`src/rtl/sd_port_arbiter_if.sv`:
```
// Signal bundle shared by the SD sector port arbiter, its two clients and the IO controller.
// The master view belongs to the arbiter; the slave view belongs to everything around it.
interface sd_port_arbiter_if;
    logic        req0_rd;
    logic        req0_wr;
    logic [31:0] req0_lba;
    logic [7:0]  req0_din;
    logic        req0_ack;
    logic        req0_dout_strobe;
    logic        req0_din_strobe;
    logic        gnt0;
    logic        done0;
    logic        err0;

    logic        req1_rd;
    logic        req1_wr;
    logic [31:0] req1_lba;
    logic [7:0]  req1_din;
    logic        req1_ack;
    logic        req1_dout_strobe;
    logic        req1_din_strobe;
    logic        gnt1;
    logic        done1;
    logic        err1;

    logic [31:0] sd_lba;
    logic        sd_rd;
    logic        sd_wr;
    logic [7:0]  sd_din;
    logic        sd_ack;
    logic        sd_dout_strobe;
    logic        sd_din_strobe;
    logic        sd_mounted;

    modport master (
        input  req0_rd, req0_wr, req0_lba, req0_din,
        input  req1_rd, req1_wr, req1_lba, req1_din,
        input  sd_ack, sd_dout_strobe, sd_din_strobe, sd_mounted,
        output req0_ack, req0_dout_strobe, req0_din_strobe, gnt0, done0, err0,
        output req1_ack, req1_dout_strobe, req1_din_strobe, gnt1, done1, err1,
        output sd_lba, sd_rd, sd_wr, sd_din
    );

    modport slave (
        output req0_rd, req0_wr, req0_lba, req0_din,
        output req1_rd, req1_wr, req1_lba, req1_din,
        output sd_ack, sd_dout_strobe, sd_din_strobe, sd_mounted,
        input  req0_ack, req0_dout_strobe, req0_din_strobe, gnt0, done0, err0,
        input  req1_ack, req1_dout_strobe, req1_din_strobe, gnt1, done1, err1,
        input  sd_lba, sd_rd, sd_wr, sd_din
    );
endinterface

```
`src/rtl/sd_port_arbiter.sv`:
```
// Round-robin arbiter and sequencer for the single SD sector port. Grants whole sectors
// to one of two clients, latches LBA and direction per grant, steers byte strobes and
// write data to the owner only, and aborts unmounted or stalled requests with an error.
module sd_port_arbiter #(
    parameter logic [23:0] TIMEOUT = 24'd10000000
) (
    input  logic              clk_ram,
    input  logic              reset,
    sd_port_arbiter_if.master bus
);

    typedef enum logic [1:0] {IDLE, ISSUE, XFER, DONE} state_t;

    state_t      state, state_next;
    logic        ack_meta, ack_s, ack_prev;
    logic [1:0]  gnt, gnt_next;
    logic [1:0]  done, done_next;
    logic [1:0]  err, err_next;
    logic        cmd_rd, cmd_rd_next;
    logic        cmd_wr, cmd_wr_next;
    logic [31:0] lba, lba_next;
    logic        last_grant, last_grant_next;
    logic [23:0] counter, counter_next;

    logic        pend0, pend1, sel, sel_rd;
    logic        ack_rise, ack_fall;
    logic [31:0] sel_lba;

    assign pend0    = bus.req0_rd | bus.req0_wr;
    assign pend1    = bus.req1_rd | bus.req1_wr;
    assign sel      = (pend0 & pend1) ? ~last_grant : pend1;
    assign sel_rd   = sel ? bus.req1_rd : bus.req0_rd;
    assign sel_lba  = sel ? bus.req1_lba : bus.req0_lba;
    assign ack_rise = ack_s & ~ack_prev;
    assign ack_fall = ~ack_s & ack_prev;

    // Synchronize sd_ack; resetting to 1 makes IDLE wait out a transfer left running across reset.
    always_ff @(posedge clk_ram or posedge reset) begin
        if (reset) begin
            ack_meta <= 1'b1;
            ack_s    <= 1'b1;
            ack_prev <= 1'b1;
        end else begin
            ack_meta <= bus.sd_ack;
            ack_s    <= ack_meta;
            ack_prev <= ack_s;
        end
    end

    // Sequencer state and every registered output.
    always_ff @(posedge clk_ram or posedge reset) begin
        if (reset) begin
            state      <= IDLE;
            gnt        <= 2'b00;
            done       <= 2'b00;
            err        <= 2'b00;
            cmd_rd     <= 1'b0;
            cmd_wr     <= 1'b0;
            lba        <= 32'd0;
            last_grant <= 1'b1;
            counter    <= 24'd0;
        end else begin
            state      <= state_next;
            gnt        <= gnt_next;
            done       <= done_next;
            err        <= err_next;
            cmd_rd     <= cmd_rd_next;
            cmd_wr     <= cmd_wr_next;
            lba        <= lba_next;
            last_grant <= last_grant_next;
            counter    <= counter_next;
        end
    end

    // Next state: arbitrate in IDLE (skipping the cycle an error pulse is out so the client can drop its request), issue, transfer, finish.
    always_comb begin
        state_next      = state;
        gnt_next        = gnt;
        done_next       = 2'b00;
        err_next        = 2'b00;
        cmd_rd_next     = cmd_rd;
        cmd_wr_next     = cmd_wr;
        lba_next        = lba;
        last_grant_next = last_grant;
        counter_next    = counter;

        case (state)
            IDLE: begin
                if (!ack_s && (err == 2'b00) && (pend0 | pend1)) begin
                    if (!bus.sd_mounted) begin
                        err_next[sel]   = 1'b1;
                        last_grant_next = sel;
                    end else begin
                        gnt_next[sel] = 1'b1;
                        lba_next      = sel_lba;
                        cmd_rd_next   = sel_rd;
                        cmd_wr_next   = ~sel_rd;
                        counter_next  = 24'd0;
                        state_next    = ISSUE;
                    end
                end
            end
            ISSUE: begin
                if (counter != 24'hFFFFFF) begin
                    counter_next = counter + 24'd1;
                end
                if (ack_rise) begin
                    cmd_rd_next = 1'b0;
                    cmd_wr_next = 1'b0;
                    state_next  = XFER;
                end else if (counter == TIMEOUT - 24'd1) begin
                    cmd_rd_next     = 1'b0;
                    cmd_wr_next     = 1'b0;
                    gnt_next        = 2'b00;
                    err_next        = gnt;
                    last_grant_next = gnt[1];
                    state_next      = IDLE;
                end
            end
            XFER: begin
                if (ack_fall) begin
                    done_next  = gnt;
                    state_next = DONE;
                end
            end
            DONE: begin
                gnt_next        = 2'b00;
                last_grant_next = gnt[1];
                state_next      = IDLE;
            end
            default: state_next = IDLE;
        endcase
    end

    assign bus.gnt0   = gnt[0];
    assign bus.gnt1   = gnt[1];
    assign bus.done0  = done[0];
    assign bus.done1  = done[1];
    assign bus.err0   = err[0];
    assign bus.err1   = err[1];
    assign bus.sd_rd  = cmd_rd;
    assign bus.sd_wr  = cmd_wr;
    assign bus.sd_lba = lba;
    assign bus.sd_din = gnt[1] ? bus.req1_din : bus.req0_din;

    assign bus.req0_ack         = bus.sd_ack & gnt[0];
    assign bus.req1_ack         = bus.sd_ack & gnt[1];
    assign bus.req0_dout_strobe = bus.sd_dout_strobe & bus.sd_ack & gnt[0];
    assign bus.req1_dout_strobe = bus.sd_dout_strobe & bus.sd_ack & gnt[1];
    assign bus.req0_din_strobe  = bus.sd_din_strobe & bus.sd_ack & gnt[0];
    assign bus.req1_din_strobe  = bus.sd_din_strobe & bus.sd_ack & gnt[1];

endmodule

```
`src/flat_wrapper.sv`:
```
// flat-port wrapper written by rule: the top's interface ports become plain ports
module sd_port_arbiter_flat 
#(
    parameter logic [23:0] TIMEOUT = 24'd10000000
)
  (clk_ram, reset, bus_req0_rd, bus_req0_wr, bus_req0_lba, bus_req0_din, bus_req1_rd, bus_req1_wr, bus_req1_lba, bus_req1_din, bus_sd_ack, bus_sd_dout_strobe, bus_sd_din_strobe, bus_sd_mounted, bus_req0_ack, bus_req0_dout_strobe, bus_req0_din_strobe, bus_gnt0, bus_done0, bus_err0, bus_req1_ack, bus_req1_dout_strobe, bus_req1_din_strobe, bus_gnt1, bus_done1, bus_err1, bus_sd_lba, bus_sd_rd, bus_sd_wr, bus_sd_din);
  sd_port_arbiter_if bus_i ();
  input  logic clk_ram;
  input  logic reset;
  input wire logic [$bits(bus_i.req0_rd)-1:0] bus_req0_rd;
  input wire logic [$bits(bus_i.req0_wr)-1:0] bus_req0_wr;
  input wire logic [$bits(bus_i.req0_lba)-1:0] bus_req0_lba;
  input wire logic [$bits(bus_i.req0_din)-1:0] bus_req0_din;
  input wire logic [$bits(bus_i.req1_rd)-1:0] bus_req1_rd;
  input wire logic [$bits(bus_i.req1_wr)-1:0] bus_req1_wr;
  input wire logic [$bits(bus_i.req1_lba)-1:0] bus_req1_lba;
  input wire logic [$bits(bus_i.req1_din)-1:0] bus_req1_din;
  input wire logic [$bits(bus_i.sd_ack)-1:0] bus_sd_ack;
  input wire logic [$bits(bus_i.sd_dout_strobe)-1:0] bus_sd_dout_strobe;
  input wire logic [$bits(bus_i.sd_din_strobe)-1:0] bus_sd_din_strobe;
  input wire logic [$bits(bus_i.sd_mounted)-1:0] bus_sd_mounted;
  output wire logic [$bits(bus_i.req0_ack)-1:0] bus_req0_ack;
  output wire logic [$bits(bus_i.req0_dout_strobe)-1:0] bus_req0_dout_strobe;
  output wire logic [$bits(bus_i.req0_din_strobe)-1:0] bus_req0_din_strobe;
  output wire logic [$bits(bus_i.gnt0)-1:0] bus_gnt0;
  output wire logic [$bits(bus_i.done0)-1:0] bus_done0;
  output wire logic [$bits(bus_i.err0)-1:0] bus_err0;
  output wire logic [$bits(bus_i.req1_ack)-1:0] bus_req1_ack;
  output wire logic [$bits(bus_i.req1_dout_strobe)-1:0] bus_req1_dout_strobe;
  output wire logic [$bits(bus_i.req1_din_strobe)-1:0] bus_req1_din_strobe;
  output wire logic [$bits(bus_i.gnt1)-1:0] bus_gnt1;
  output wire logic [$bits(bus_i.done1)-1:0] bus_done1;
  output wire logic [$bits(bus_i.err1)-1:0] bus_err1;
  output wire logic [$bits(bus_i.sd_lba)-1:0] bus_sd_lba;
  output wire logic [$bits(bus_i.sd_rd)-1:0] bus_sd_rd;
  output wire logic [$bits(bus_i.sd_wr)-1:0] bus_sd_wr;
  output wire logic [$bits(bus_i.sd_din)-1:0] bus_sd_din;
  assign bus_i.req0_rd = bus_req0_rd;
  assign bus_i.req0_wr = bus_req0_wr;
  assign bus_i.req0_lba = bus_req0_lba;
  assign bus_i.req0_din = bus_req0_din;
  assign bus_i.req1_rd = bus_req1_rd;
  assign bus_i.req1_wr = bus_req1_wr;
  assign bus_i.req1_lba = bus_req1_lba;
  assign bus_i.req1_din = bus_req1_din;
  assign bus_i.sd_ack = bus_sd_ack;
  assign bus_i.sd_dout_strobe = bus_sd_dout_strobe;
  assign bus_i.sd_din_strobe = bus_sd_din_strobe;
  assign bus_i.sd_mounted = bus_sd_mounted;
  assign bus_req0_ack = bus_i.req0_ack;
  assign bus_req0_dout_strobe = bus_i.req0_dout_strobe;
  assign bus_req0_din_strobe = bus_i.req0_din_strobe;
  assign bus_gnt0 = bus_i.gnt0;
  assign bus_done0 = bus_i.done0;
  assign bus_err0 = bus_i.err0;
  assign bus_req1_ack = bus_i.req1_ack;
  assign bus_req1_dout_strobe = bus_i.req1_dout_strobe;
  assign bus_req1_din_strobe = bus_i.req1_din_strobe;
  assign bus_gnt1 = bus_i.gnt1;
  assign bus_done1 = bus_i.done1;
  assign bus_err1 = bus_i.err1;
  assign bus_sd_lba = bus_i.sd_lba;
  assign bus_sd_rd = bus_i.sd_rd;
  assign bus_sd_wr = bus_i.sd_wr;
  assign bus_sd_din = bus_i.sd_din;
  sd_port_arbiter #(.TIMEOUT(TIMEOUT)) u_core (.clk_ram(clk_ram), .reset(reset), .bus(bus_i));
endmodule
```
`config.mk`:
```
export PLATFORM = sky130hd
export DESIGN_NAME = sd_port_arbiter_flat
export DESIGN_NICKNAME = d
export VERILOG_FILES = /design/src/rtl/sd_port_arbiter_if.sv /design/src/rtl/sd_port_arbiter.sv /design/src/flat_wrapper.sv
export SDC_FILE = /design/constraint.sdc
export NUM_CORES = 1
export LEC_CHECK = 0
export BUFFER_PORTS_ARGS = -buffer_cell sky130_fd_sc_hd__clkbuf_2
export CAP_MARGIN = 20
export CORE_MARGIN = 3
export CORE_UTILIZATION = 45
export DETAILED_ROUTE_END_ITERATION = 16
export MAX_ROUTING_LAYER = met4
export PLACE_DENSITY = 0.74
export SLEW_MARGIN = 20
export SYNTH_ARGS = -nofsm -noshare
export SYNTH_HDL_FRONTEND = slang
export SYNTH_SLANG_ARGS = --single-unit
```
`constraint.sdc`:
```
create_clock -name clk_ram -period 3.7 [get_ports clk_ram]
set_clock_uncertainty 0.1 [all_clocks]
set_input_delay 0 -clock clk_ram [delete_from_list [all_inputs] [get_ports clk_ram]]
set_output_delay 0 -clock clk_ram [all_outputs]
set_load 0.01 [all_outputs]
```
=== Word level (Yosys, flattened, before mapping) ===
Index checks and enable logic that the tools add are counted.

* Bits in registers: 70
* Input bits: 90
* Output and inout bits: 54
* Logic and storage cells: 101

* $add $sub $neg: 1
* Magnitude comparators: 2
* Equality and inequality tests: 13
* Mux-type cells: 40
* Bitwise operators: 19
* Reduce and logical (&&, ||, !) cells: 14

{| class="wikitable"
|+ Operator list
! kind !! number
|-
| $mux 24 || 3
|-
| $pmux 24 s2 || 1
|-
| $mux 32 || 1
|-
| $mux 2 || 14
|-
| $add 24x1->24 const B || 1
|-
| $eq 24x24->1 const B || 1
|-
| $ne 24x24->1 const B || 1
|-
| $mux 1 || 13
|-
| $reduce_and 4->1 || 3
|-
| $and 1x1->1 || 11
|-
| $reduce_and 5->1 || 2
|-
| $mux 8 || 1
|-
| $ne 2x1->1 const B || 4
|-
| $pmux 2 s4 || 1
|-
| $ne 2x2->1 const B || 3
|-
| $pmux 2 s3 || 1
|-
| $eq 2x2->1 const B || 2
|-
| $logic_not 2->1 || 2
|-
| $not 1->1 || 4
|-
| $pmux 1 s2 || 2
|-
| $pmux 2 s2 || 1
|-
| $logic_and 1x1->1 || 3
|-
| $ne 3x1->1 const B || 1
|-
| $or 1x1->1 || 3
|-
| other kinds (10) || 10
|}

=== Longest topological paths before layout ===
* Depth after elaboration: 11
* Depth in mapped cells: 8
* Depth with buffers taken out: 6

=== Worst setup path before layout ===
OpenSTA, ideal clock, no wires.

* Path type: register -> register
* Start point: register u_core.counter[0]
* End point: register u_core.counter[8]
* Library setup time: 121 ps
* Data arrival time: 2068 ps
* Data required time: 3479 ps
* Slack: 1411 ps
* Cell stages (with the launch flop): 8
* Path buffers: 1
* Clock period less this slack: 2289 ps
* Path through: dfrtp_1 -> ha_1 -> nand4_2 -> or4_4 -> o21ba_1 -> buf_6 -> a211o_1 -> a22o_1

* Cells in the longest elaborated chain, start to end: 3
* Elaborated cells between the ends (all ways): 6
* Classes of those cells: add/sub (1); eq/ne (2); mux (2); reduce/logical (1)

{| class="wikitable"
|+ Ends and longest elaborated chain
! element !! line !! text
|-
| start, declared || sd_port_arbiter.sv:23 || <nowiki>logic [23:0] counter, counter_next;</nowiki>
|-
| start signal, assigned || sd_port_arbiter.sv:71 || <nowiki>counter <= counter_next;</nowiki>
|-
| $add 24x1->24 or $ne 24x24->1 (tied branches) || sd_port_arbiter.sv:105, sd_port_arbiter.sv:104 ||
|-
| $mux 24 or $ne 2x1->1 (tied branches) || n/a ||
|-
| $pmux 24 s2 or $reduce_and 4->1 (tied branches) || n/a ||
|}

Parallel ways exist; a longest one is shown, timed or not. The select of a mux whose other input is x is not followed.
A chain may end at the register's enable or synchronous reset.

=== Worst setup path in the final report ===
* Start point: register u_core.last_grant
* End point: register u_core.lba[29] (netlist: u_core.bus.sd_lba[29])

* Cells in the longest elaborated chain, start to end: 3

{| class="wikitable"
|+ Ends and longest elaborated chain
! element !! line !! text
|-
| start, declared || sd_port_arbiter.sv:22 || <nowiki>logic last_grant, last_grant_next;</nowiki>
|-
| start signal, assigned || sd_port_arbiter.sv:70 || <nowiki>last_grant <= last_grant_next;</nowiki>
|-
| $not 1->1 || sd_port_arbiter.sv:31 || <nowiki>assign sel = (pend0 & pend1) ? ~last_grant : pend1;</nowiki>
|-
| $mux 1 || sd_port_arbiter.sv:31 ||
|-
| $mux 32 || sd_port_arbiter.sv:33 || <nowiki>assign sel_lba = sel ? bus.req1_lba : bus.req0_lba;</nowiki>
|-
| end signal, assigned || sd_port_arbiter.sv:69 || <nowiki>lba <= lba_next;</nowiki>
|-
| end, declared || sd_port_arbiter.sv:21 || <nowiki>logic [31:0] lba, lba_next;</nowiki>
|}

Every way passes these cells.

==> out/metrics.cfg <==
[yosys]
netlist_instances=400
yosysMostFrequentCell=dfrtp_1
synth_commonest_cells=dfrtp_1, nand2_1, o21ai_1
synth-main-ff-cell=dfrtp_1
syn_area_sq_um=3800
synth.top_cell.area_share_pct=43.5
yosys_warnings=0
ys_seq_area_share_pct=46.2
async_flop_share_pct=100
ys_ff_latch=70
synth_nets=491
yosysUniqueCellTypes=57
syn_area_per_cell_sq_um=9.50
synth_edf_count=0
synthTopCellsByArea=dfrtp_1, mux2i_1, nand2_1, o21ai_1, dfstp_2
yosys.area.top_type=dfrtp_1

[placement]
dp_hpwl_um=7370
io_buffers=143
finalWeightedCongestion=0.926
dpl.cell_count=616

[setup_path]
max_stage_delay_ps=590
crit_type=flop to flop
rr_worst_depth=6
start_kind=flop
worstSetupPathDepth=6
reg2reg_slack_ps=1020
r2r-end=u_core.bus.sd_lba[29]$_DFFE_PP0P_
arrival_ps=2770
cp_max_fo=20
path_cells=o21ai_0 -> o21ai_4 -> buf_4 -> mux2i_1 -> dlygate4sd3_1 -> o21ai_1
crit_path_end_kind=flop
cp_top_family=buffers and inverters
cp.buffers_inverters=2
r2r_start=u_core.last_grant$_DFFE_PP1P_
cp.required_ps=3790
slowest_stage=dlygate4sd3_1

[final_layout]
area_delta_synth_final_pct=42.6
nets=686
diodes=0
multi_input_area_sq_um=1900
layoutNonFillerInstCount=702
fillerInstances=591
drive_gt1_share_pct=31.0
register_area_sq_um=1760
fin_util_pct=68.0

[run]
cap_violations=0

[sta]
slew_headroom_pct=29.6
hold_slack_ps=66.8
finalCritPeriodShare_pct=72.4
finalMaxSlewViolations=0
tns_ps=0
rsz0062_at_grt=false
post-route-min-period_ps=2680
tightest_slew_ps=1060
timing.fmax_mhz=373
hold_violations=0
setup_viol=0

[detailed_routing]
drt_iter0_markers=299
dr.pass1.iters=5
avgViaCountPerCell=5.73
vias=4020
ant_nets=0
totalWireLength_um=12800
post_drt_wl_per_cell_um=18.2
drc_errors=0

[global_route]
grt_max_degree=66
grt.total_usage_pct=27.8
grt_pass1_vias=4017
gr-total-overflow=0
grt_first_pass_wirelength_um=20700
antenna_found_initial=0

[floorplanning]
die_y_um=97.9
core_area_sq_um=7970
ios=144
rows=32
dieArea_sq_um=9580
fp.dieW_um=97.9
start_util_pct=47.7

[cts]
cts_buffer_depth=2
postCtsHoldBufs=69
clockRootBuffer=clkbuf_8
cts_setup_buffers=0
clkSinkCount=70
cts_tree=built
insertion_delay_ps=350
clk_pin_slew_worst_paths_ps=70
ctsHtreeMaxLevel=3
cts_buffers=9
cts-resized-gates=0

[power_and_ir_drop]
power_mw=3.37
p_leak_nw=2.67
max-vdd-ir-drop_mv=0.253
p_per_area_nw_per_um2=621

[min_path]
min_path_type=primary input to asynchronous set/reset pin

[run_status]
status=completed

## layout by cell type, fill, tap and decap left out, types with 5 or more instances in the layout
master / instances
nand4_1: 12
mux2_2: 9
nor4_1: 8
nor2_1: 12
and3_1: 9
and2_1: 6
a211o_1: 5
nand2b_1: 5
o21ai_1: 36
inv_1: 5
clkbuf_2: 143
nor3_1: 8
clkbuf_8: 9
mux2i_1: 32
nand3_1: 15
dfrtp_1: 66
a31oi_1: 8
nand3b_1: 5
nand2_1: 51
dlygate4sd3_1: 69
o21ai_0: 11
a21oi_1: 7
## layout make-up
| class | count | share of cell area (%) |
|---|---|---|
| Clock inverter | 6 | 0.716 |
| Clock buffer | 10 | 2.36 |
| Inverter | 6 | 0.416 |
| Multi-Input combinational cell | 292 | 35.0 |
| Sequential cell | 70 | 32.4 |
| Timing Repair Buffer | 216 | 26.7 |
| Tap cell | 102 | 2.36 |
## state kept, by name (all words and copies together) (netlist names), 2 cells and up, named ones only
register	count
u_core.done	2
u_core.counter	24
u_core.gnt	2
u_core.err	2
u_core.bus.sd_lba	32
## power breakdown
| part | switching, mW | internal, mW |
|---|---|---|
| Clock | 0.298 | 0.242 |
| Sequential | 0.323 | 1.05 |
| Combinational | 0.788 | 0.670 |
| Total | 1.41 | 1.96 |
## cell families (layout without fill, tap and decap cells)
kind of cell,Yosys count,in the layout,synth area share (%)
compound gates,94,94,15.5
xor+xnor,2,2,0.461
fa+ha+maj,1,1,0.329
buf+inv,38,238,4.21
flops,70,70,46.2
mux,41,41,11.1
simple gates,154,154,22.2
## tightest hold or removal path, stage by stage
cell	delay (ps)
dlygate4sd3_1	530
clkbuf_2	110
inv_2	290
## per-stage QoR
step / area (sq um) / setup slack [ps]
floorplan: 3800 / 1410
finish: 5420 / 1020
detailed placement: 4540 / 1100
global placement: 4540 / 1170
global route: 5420 / 862
CTS: 5400 / 1090
## routing by layer
layer	share of wire (%)	GRT usage (%)
met5	0	-
met4	4.4	11.0
met3	5.8	6.07
met2	53	49.8
met1	36	29.9
## worst max path at each step
stage                                        startpoint                           endpoint
after floorplan           u_core.counter[0]$_DFFE_PP0P_      u_core.counter[8]$_DFFE_PP0P_
after global placement    u_core.counter[0]$_DFFE_PP0P_      u_core.counter[9]$_DFFE_PP0P_
after detailed placement  u_core.counter[1]$_DFFE_PP0P_      u_core.counter[9]$_DFFE_PP0P_
after CTS                 u_core.counter[1]$_DFFE_PP0P_      u_core.counter[9]$_DFFE_PP0P_
after global routing      u_core.counter[0]$_DFFE_PP0P_      u_core.counter[7]$_DFFE_PP0P_
final                     u_core.last_grant$_DFFE_PP1P_  u_core.bus.sd_lba[29]$_DFFE_PP0P_
Power figures use the tool's default switching activity.
